<file path="config.mk">
export PLATFORM = sky130hd
export DESIGN_NAME = pc_branch_sequencer
export DESIGN_NICKNAME = d
export VERILOG_FILES = /design/src/rtl/pc_branch_sequencer_pkg.sv /design/src/rtl/pc_branch_sequencer_branch_target_calc.sv /design/src/rtl/pc_branch_sequencer.sv
export SDC_FILE = /design/constraint.sdc
export NUM_CORES = 1
export LEC_CHECK = 0
export ABC_AREA = 1
export CAP_MARGIN = 20
export CORE_AREA = 10 10 106 145
export DETAILED_ROUTE_END_ITERATION = 10
export DIE_AREA = 0 0 116 155
export PLACE_DENSITY = 0.83
export SYNTH_ARGS = -nofsm -noshare
export SYNTH_HDL_FRONTEND = slang
export SYNTH_SLANG_ARGS = --single-unit
export TNS_END_PERCENT = 20
</file>
<file path="constraint.sdc">
create_clock -name Clk -period 3.55 [get_ports Clk]
set_clock_uncertainty 0.05 [all_clocks]
set_input_delay 0.8875 -clock Clk [delete_from_list [all_inputs] [get_ports Clk]]
set_output_delay 0.8875 -clock Clk [all_outputs]
set_load 0.01 [all_outputs]
</file>
<file path="src/rtl/pc_branch_sequencer_pkg.sv">
// Shared types and widths for the PC sequencer and its target calculator.
package pc_branch_sequencer_pkg;

    localparam int unsigned PC_W     = 32;
    localparam int unsigned BR_IMM_W = 16;
    localparam int unsigned J_IDX_W  = 26;
    localparam int unsigned CNT_W    = 3;
    localparam int unsigned RCNT_W   = 16;

    typedef enum logic {
        ST_RUN   = 1'b0,
        ST_FLUSH = 1'b1
    } seq_state_e;

endpackage

</file>
<file path="src/rtl/pc_branch_sequencer_branch_target_calc.sv">
// Combinational branch and jump target generation, shared with the EX-stage adder.
module branch_target_calc
    import pc_branch_sequencer_pkg::*;
(
    input  logic [PC_W-1:0]     br_pc4,
    input  logic [BR_IMM_W-1:0] br_imm,
    input  logic [PC_W-1:0]     j_pc4,
    input  logic [J_IDX_W-1:0]  j_idx,
    output logic [PC_W-1:0]     br_target_c,
    output logic [PC_W-1:0]     j_target_c
);

    localparam int unsigned SEXT_W = PC_W - BR_IMM_W - 2;
    localparam int unsigned J_HI_W = PC_W - J_IDX_W - 2;

    logic [PC_W-1:0] br_offset_c;
    logic            unused_j_pc4_c;

    // Word offset: sign-extended immediate scaled by 4; sum wraps modulo 2^32.
    assign br_offset_c = {{SEXT_W{br_imm[BR_IMM_W-1]}}, br_imm, 2'b00};
    assign br_target_c = br_pc4 + br_offset_c;

    // Jump stays inside the current 256 MB region of the jump's PC+4.
    assign j_target_c = {j_pc4[PC_W-1 -: J_HI_W], j_idx, 2'b00};

    // Low PC+4 bits do not participate in the jump target.
    assign unused_j_pc4_c = ^j_pc4[PC_W-J_HI_W-1:0];

endmodule

</file>
<file path="src/rtl/pc_branch_sequencer.sv">
// PC register, redirect arbitration, post-branch flush FSM and redirect counter.
module pc_branch_sequencer
    import pc_branch_sequencer_pkg::*;
#(
    parameter logic [PC_W-1:0] RESET_PC     = 32'h0000_0000,
    parameter int unsigned     FLUSH_CYCLES = 1
) (
    input  logic                Clk,
    input  logic                Rst,
    input  logic                Stall,
    input  logic                BranchEX,
    input  logic                BranchCond,
    input  logic [BR_IMM_W-1:0] BranchImm,
    input  logic [PC_W-1:0]     BranchPC4,
    input  logic                JumpID,
    input  logic [J_IDX_W-1:0]  JumpIdx,
    input  logic [PC_W-1:0]     JumpPC4,
    output logic [PC_W-1:0]     PC,
    output logic [PC_W-1:0]     PCPlus4,
    output logic                FlushIFID,
    output logic                FlushIDEX,
    output logic                Redirect,
    output logic [RCNT_W-1:0]   RedirectCount
);

    localparam logic [CNT_W-1:0]  FLUSH_CNT = CNT_W'(FLUSH_CYCLES);
    localparam logic              FLUSH_EN  = (FLUSH_CNT != '0);
    localparam logic [RCNT_W-1:0] RCNT_MAX  = '1;

    seq_state_e        state_q, state_d;
    logic [CNT_W-1:0]  cnt_q, cnt_d;
    logic [PC_W-1:0]   pc_q, pc_d;
    logic [RCNT_W-1:0] rcnt_q, rcnt_d;

    logic [PC_W-1:0]   br_target_c;
    logic [PC_W-1:0]   j_target_c;
    logic [PC_W-1:0]   pc_plus4_c;
    logic              take_br_c;
    logic              take_j_c;
    logic              in_flush_c;

    branch_target_calc u_target (
        .br_pc4      (BranchPC4),
        .br_imm      (BranchImm),
        .j_pc4       (JumpPC4),
        .j_idx       (JumpIdx),
        .br_target_c (br_target_c),
        .j_target_c  (j_target_c)
    );

    // Redirect causes; everything is masked while reset is asserted.
    assign take_br_c  = Rst & BranchEX & BranchCond;
    assign take_j_c   = Rst & JumpID & ~take_br_c & ~Stall & (state_q == ST_RUN);
    assign in_flush_c = Rst & (state_q == ST_FLUSH);
    assign pc_plus4_c = pc_q + PC_W'(4);

    // Next-state, next-PC and counter updates; flush controls are same-cycle.
    always_comb begin
        state_d   = state_q;
        cnt_d     = cnt_q;
        pc_d      = pc_q;
        rcnt_d    = rcnt_q;
        FlushIFID = take_br_c | take_j_c | in_flush_c;
        FlushIDEX = take_br_c;
        Redirect  = take_br_c | take_j_c;

        if (take_br_c) begin
            pc_d = br_target_c;
        end else if (take_j_c) begin
            pc_d = j_target_c;
        end else if (!Stall) begin
            pc_d = pc_plus4_c;
        end

        if (Redirect && (rcnt_q != RCNT_MAX)) begin
            rcnt_d = rcnt_q + RCNT_W'(1);
        end

        case (state_q)
            ST_RUN: begin
                if (take_br_c && FLUSH_EN) begin
                    state_d = ST_FLUSH;
                    cnt_d   = FLUSH_CNT;
                end
            end
            ST_FLUSH: begin
                if (take_br_c && FLUSH_EN) begin
                    cnt_d = FLUSH_CNT;
                end else if (cnt_q <= CNT_W'(1)) begin
                    state_d = ST_RUN;
                    cnt_d   = '0;
                end else begin
                    cnt_d = cnt_q - CNT_W'(1);
                end
            end
            default: begin
                state_d = ST_RUN;
                cnt_d   = '0;
            end
        endcase
    end

    // State, PC and counter registers with asynchronous reset.
    always_ff @(posedge Clk or negedge Rst) begin
        if (!Rst) begin
            state_q <= ST_RUN;
            cnt_q   <= '0;
            pc_q    <= RESET_PC;
            rcnt_q  <= '0;
        end else begin
            state_q <= state_d;
            cnt_q   <= cnt_d;
            pc_q    <= pc_d;
            rcnt_q  <= rcnt_d;
        end
    end

    assign PC            = pc_q;
    assign PCPlus4       = pc_plus4_c;
    assign RedirectCount = rcnt_q;

endmodule

</file>
==> summary.md <==
| Metric | Value |
|---|---|
| Status | finished, final reports clean |
| DP Cell Count | 1299 |
| Worst path arrival time | around 2.4 ns |
| Mux cell area share after synthesis | 0% |
| Register area | ~0.0013 mm2 |
| First-pass GRT wire length | 32.9 mm |
| Sum Neg Setup Slack | 0 ns |
| Synth Cell Area | 0.00583 mm2 |
| Final nets | between 1000 and 1500 |
| Starting Density | 45.7% |
| R2R Path Start | state_q |
| Maximum VDD drop | about 0.00022 V |
| Final Instance Count excl. Fillers | between 1000 and 1500 |
| Gpl congestion | 0.958 |
| Final WL | 20.5 mm |
| FILL cells | about 1200 |
| Top post-synthesis cells by area | dfrtp_1, nand2_1, nor2_1 |
| CP Data Required Time | between 2 and 3 ns |
| Gate Count Post-Synth | between 900 and 1000 |
| Most frequent cells in the layout | nand2_1, clkdlybuf4s50_1, nor2_1 |
| Hold WC Path Type | in -> async |
| Worst-Margin Slew | ~0.6 ns |
| Clock H-tree levels | 2 |
| Final Hold Fails | 0 |
| Register area share after synthesis | approximately 22% |
| Largest net degree at the start of global routing | just over 50 |
| Hold slack | between 0.4 and 0.5 ns |
| Setup bufs post-CTS | 0 |
| Syn_nets | 1132 |
| # hold bufs at CTS | 0 |
| Vias per inst | between 5 and 6 |
| Leak pwr | ~4 nW |
| Met1 usage | 24.2% |
| Die height | about 160 um |
| CP Capture Type | output pin |
| Clock tree buffer depth | 2 |
| Critical path class | in -> out |
| GRT Overall Usage | between 20% and 30% |
| Total gr overflow | 0 |
| RSZ-0062 raised after global routing | no |
| Yosys cell types | 45 |
| EDFF count, synth | 0 |
| Ant. Diodes | 0 |
| Fin crit period | around 3.4 ns |
| Post-CTS sizing | 0 |
| Initial antenna violation count | 0 |
| Post-synthesis simple-gate area fraction | 44.4% |
| R2r setup slk | 1.51 ns |
| Area of the multi-input gates | roughly 0.004 mm2 |
| Ys async rst share | 100% |
| Syn avg cell area | about 5.9 um2 |
| R2R cell count | 10 |
| Final Max Tran Viols | 0 |
| PwrDens | approximately 440 mW/mm2 |
| TritonCTS Buffers | 5 |
| Post-synth top flop | dfrtp_1 |
| Grt peak-use layer | met2 |
| DIE WIDTH | 116 um |
| HPWL after DPL | between 15 and 20 mm |
| Final setup fails | 0 |
| Die area | around 0.018 mm2 |
| FMAX | between 200 and 300 MHz |
| Synth Area in Compound Gates | 10.3% |
| Fraction of final layout cells sized beyond drive strength 1 | under 10% |
| Routing usage on met3 | between 3 and 4% |
| Root Driver | clkbuf_16 |
| Worst Path Max Fanout | 4 |
| Clock sink count | 52 |
| Port bufs | between 150 and 200 |
| Period Utilization, post-route | 95.0% |
| Io pins | roughly 200 |
| Adder-Cell Fraction of Synth Area | 7.43% |
| CP startpoint kind | primary input |
| DR WL/cell | around 16 um |
| Post-synth top area share | approximately 22% |
| Initial DRC count | between 400 and 500 |
| Slew HR | around three fifths |
| Dominant cell type by area after synthesis | dfrtp_1 |
| RR Endpoint | PC[14] |
| Row cnt | between 40 and 50 |
| Iteration count of the initial detailed-routing pass | 5 |
| Via count | approximately 6800 |
| Commonest non-fill, non-tap cell in the layout | nand2_1 |
| Met2 Usage GRT | around two fifths |
| Total core area | 0.0128 mm2 |
| Largest family of logic cells by synthesized area | simple AND/OR/NAND/NOR gates |
| Synth Warn # | 0 |
| Synth Area in XOR/XNOR | under 10% |
| Clock slew at reported path FFs | around 0.070 ns |
| Synth Register Bits | 52 |
| Insertion delay to the later sink of the worst-skew pair | 0.30 ns |
| Antenna Nets Post-Route | 0 |
| Area Growth Syn to Fin | 35.2% |
| Vias in the first global route | between 6000 and 7000 |
| CTS tree | done |
| Max-cap violations | 0 |
| DRC violation count after routing | 0 |
## where the power goes
group	internal (mW)	leakage, nW	total (mW)	switching (mW)
Clock	0.372	0.0901	0.610	0.237
Combinational	0.875	3.25	1.86	0.985
Sequential	0.736	0.613	0.960	0.224
## layout make-up
type	count	area share, %
Multi-Input combinational cell	787	50.2
Timing Repair Buffer	179	22.4
Sequential cell	52	16.5
Inverter	128	6.11
Tap cell	153	2.43
Clock buffer	7	1.94
Clock inverter	1	0.381
## worst max-delay path: stages
cell and delay, ns:
clkdlybuf4s50_1 0.46, nand3_1 0.14, nand2_1 0.12, inv_1 0.05, nand2_1 0.15, o211ai_1 0.11, clkdlybuf4s50_1 0.51
## layer usage
metal	vias up	part of all wire, %
met5	-	0
li1	3462	-
met1	3089	37
met3	62	6.0
met2	223	52
met4	0	4.7
## worst max path at each step
| stage | slack [ns] | startpoint | to | cells after the start |
|---|---|---|---|---|
| 5_1_grt | 0.06 | BranchCond | FlushIFID | 7 |
| 3_5_place_dp | 0.16 | BranchCond | FlushIFID | 7 |
| 6_report | 0.18 | BranchCond | FlushIFID | 7 |
| 3_3_place_gp | 0.16 | BranchCond | FlushIFID | 7 |
| 2_1_floorplan | 0.90 | BranchCond | FlushIFID | 7 |
| 4_1_cts | 0.16 | BranchCond | FlushIFID | 7 |
## Yosys cell counts, drive strengths merged, types with 2 or more instances
cell type,number
nor2,157
a21oi,63
o21ai,26
o21bai,4
nand3b,17
xor2,26
inv,125
nor3,6
xnor2,11
clkbuf,9
buf,10
nand2,341
nand4,9
ha,33
a31oi,5
nand3,73
a22oi,2
dfrtp,52
clkinv,3
o211ai,3
o22ai,2
## registers in the layout, summed over array words and instances, names as in the netlist
name,cells
RedirectCount,16
PC,32
cnt_q,3
state_q,1
## metrics by stage
| step | total power, mW | setup slack, ns | utilization (%) | cell area (um2) |
|---|---|---|---|---|
| global placement | 2.80 | 0.161 | 60.4 | 7700 |
| detailed placement | 2.83 | 0.163 | 60.4 | 7700 |
| global route | 3.66 | 0.0621 | 61.8 | 7880 |
| CTS | 3.44 | 0.157 | 61.8 | 7880 |
| floorplan | 1.91 | 0.900 | - | 5830 |
| finish | 3.43 | 0.177 | 61.8 | 7880 |
## cell families (layout without fill, tap and decap cells)
family	after synthesis	after routing
and+or+nand+nor	606	606
xor gates and xnor gates	37	37
adders and majority gates	34	34
buffers and inverters	147	315
AOI/OAI and AO/OA	110	110
DFF	52	52
(Power assumes the default switching activity.)
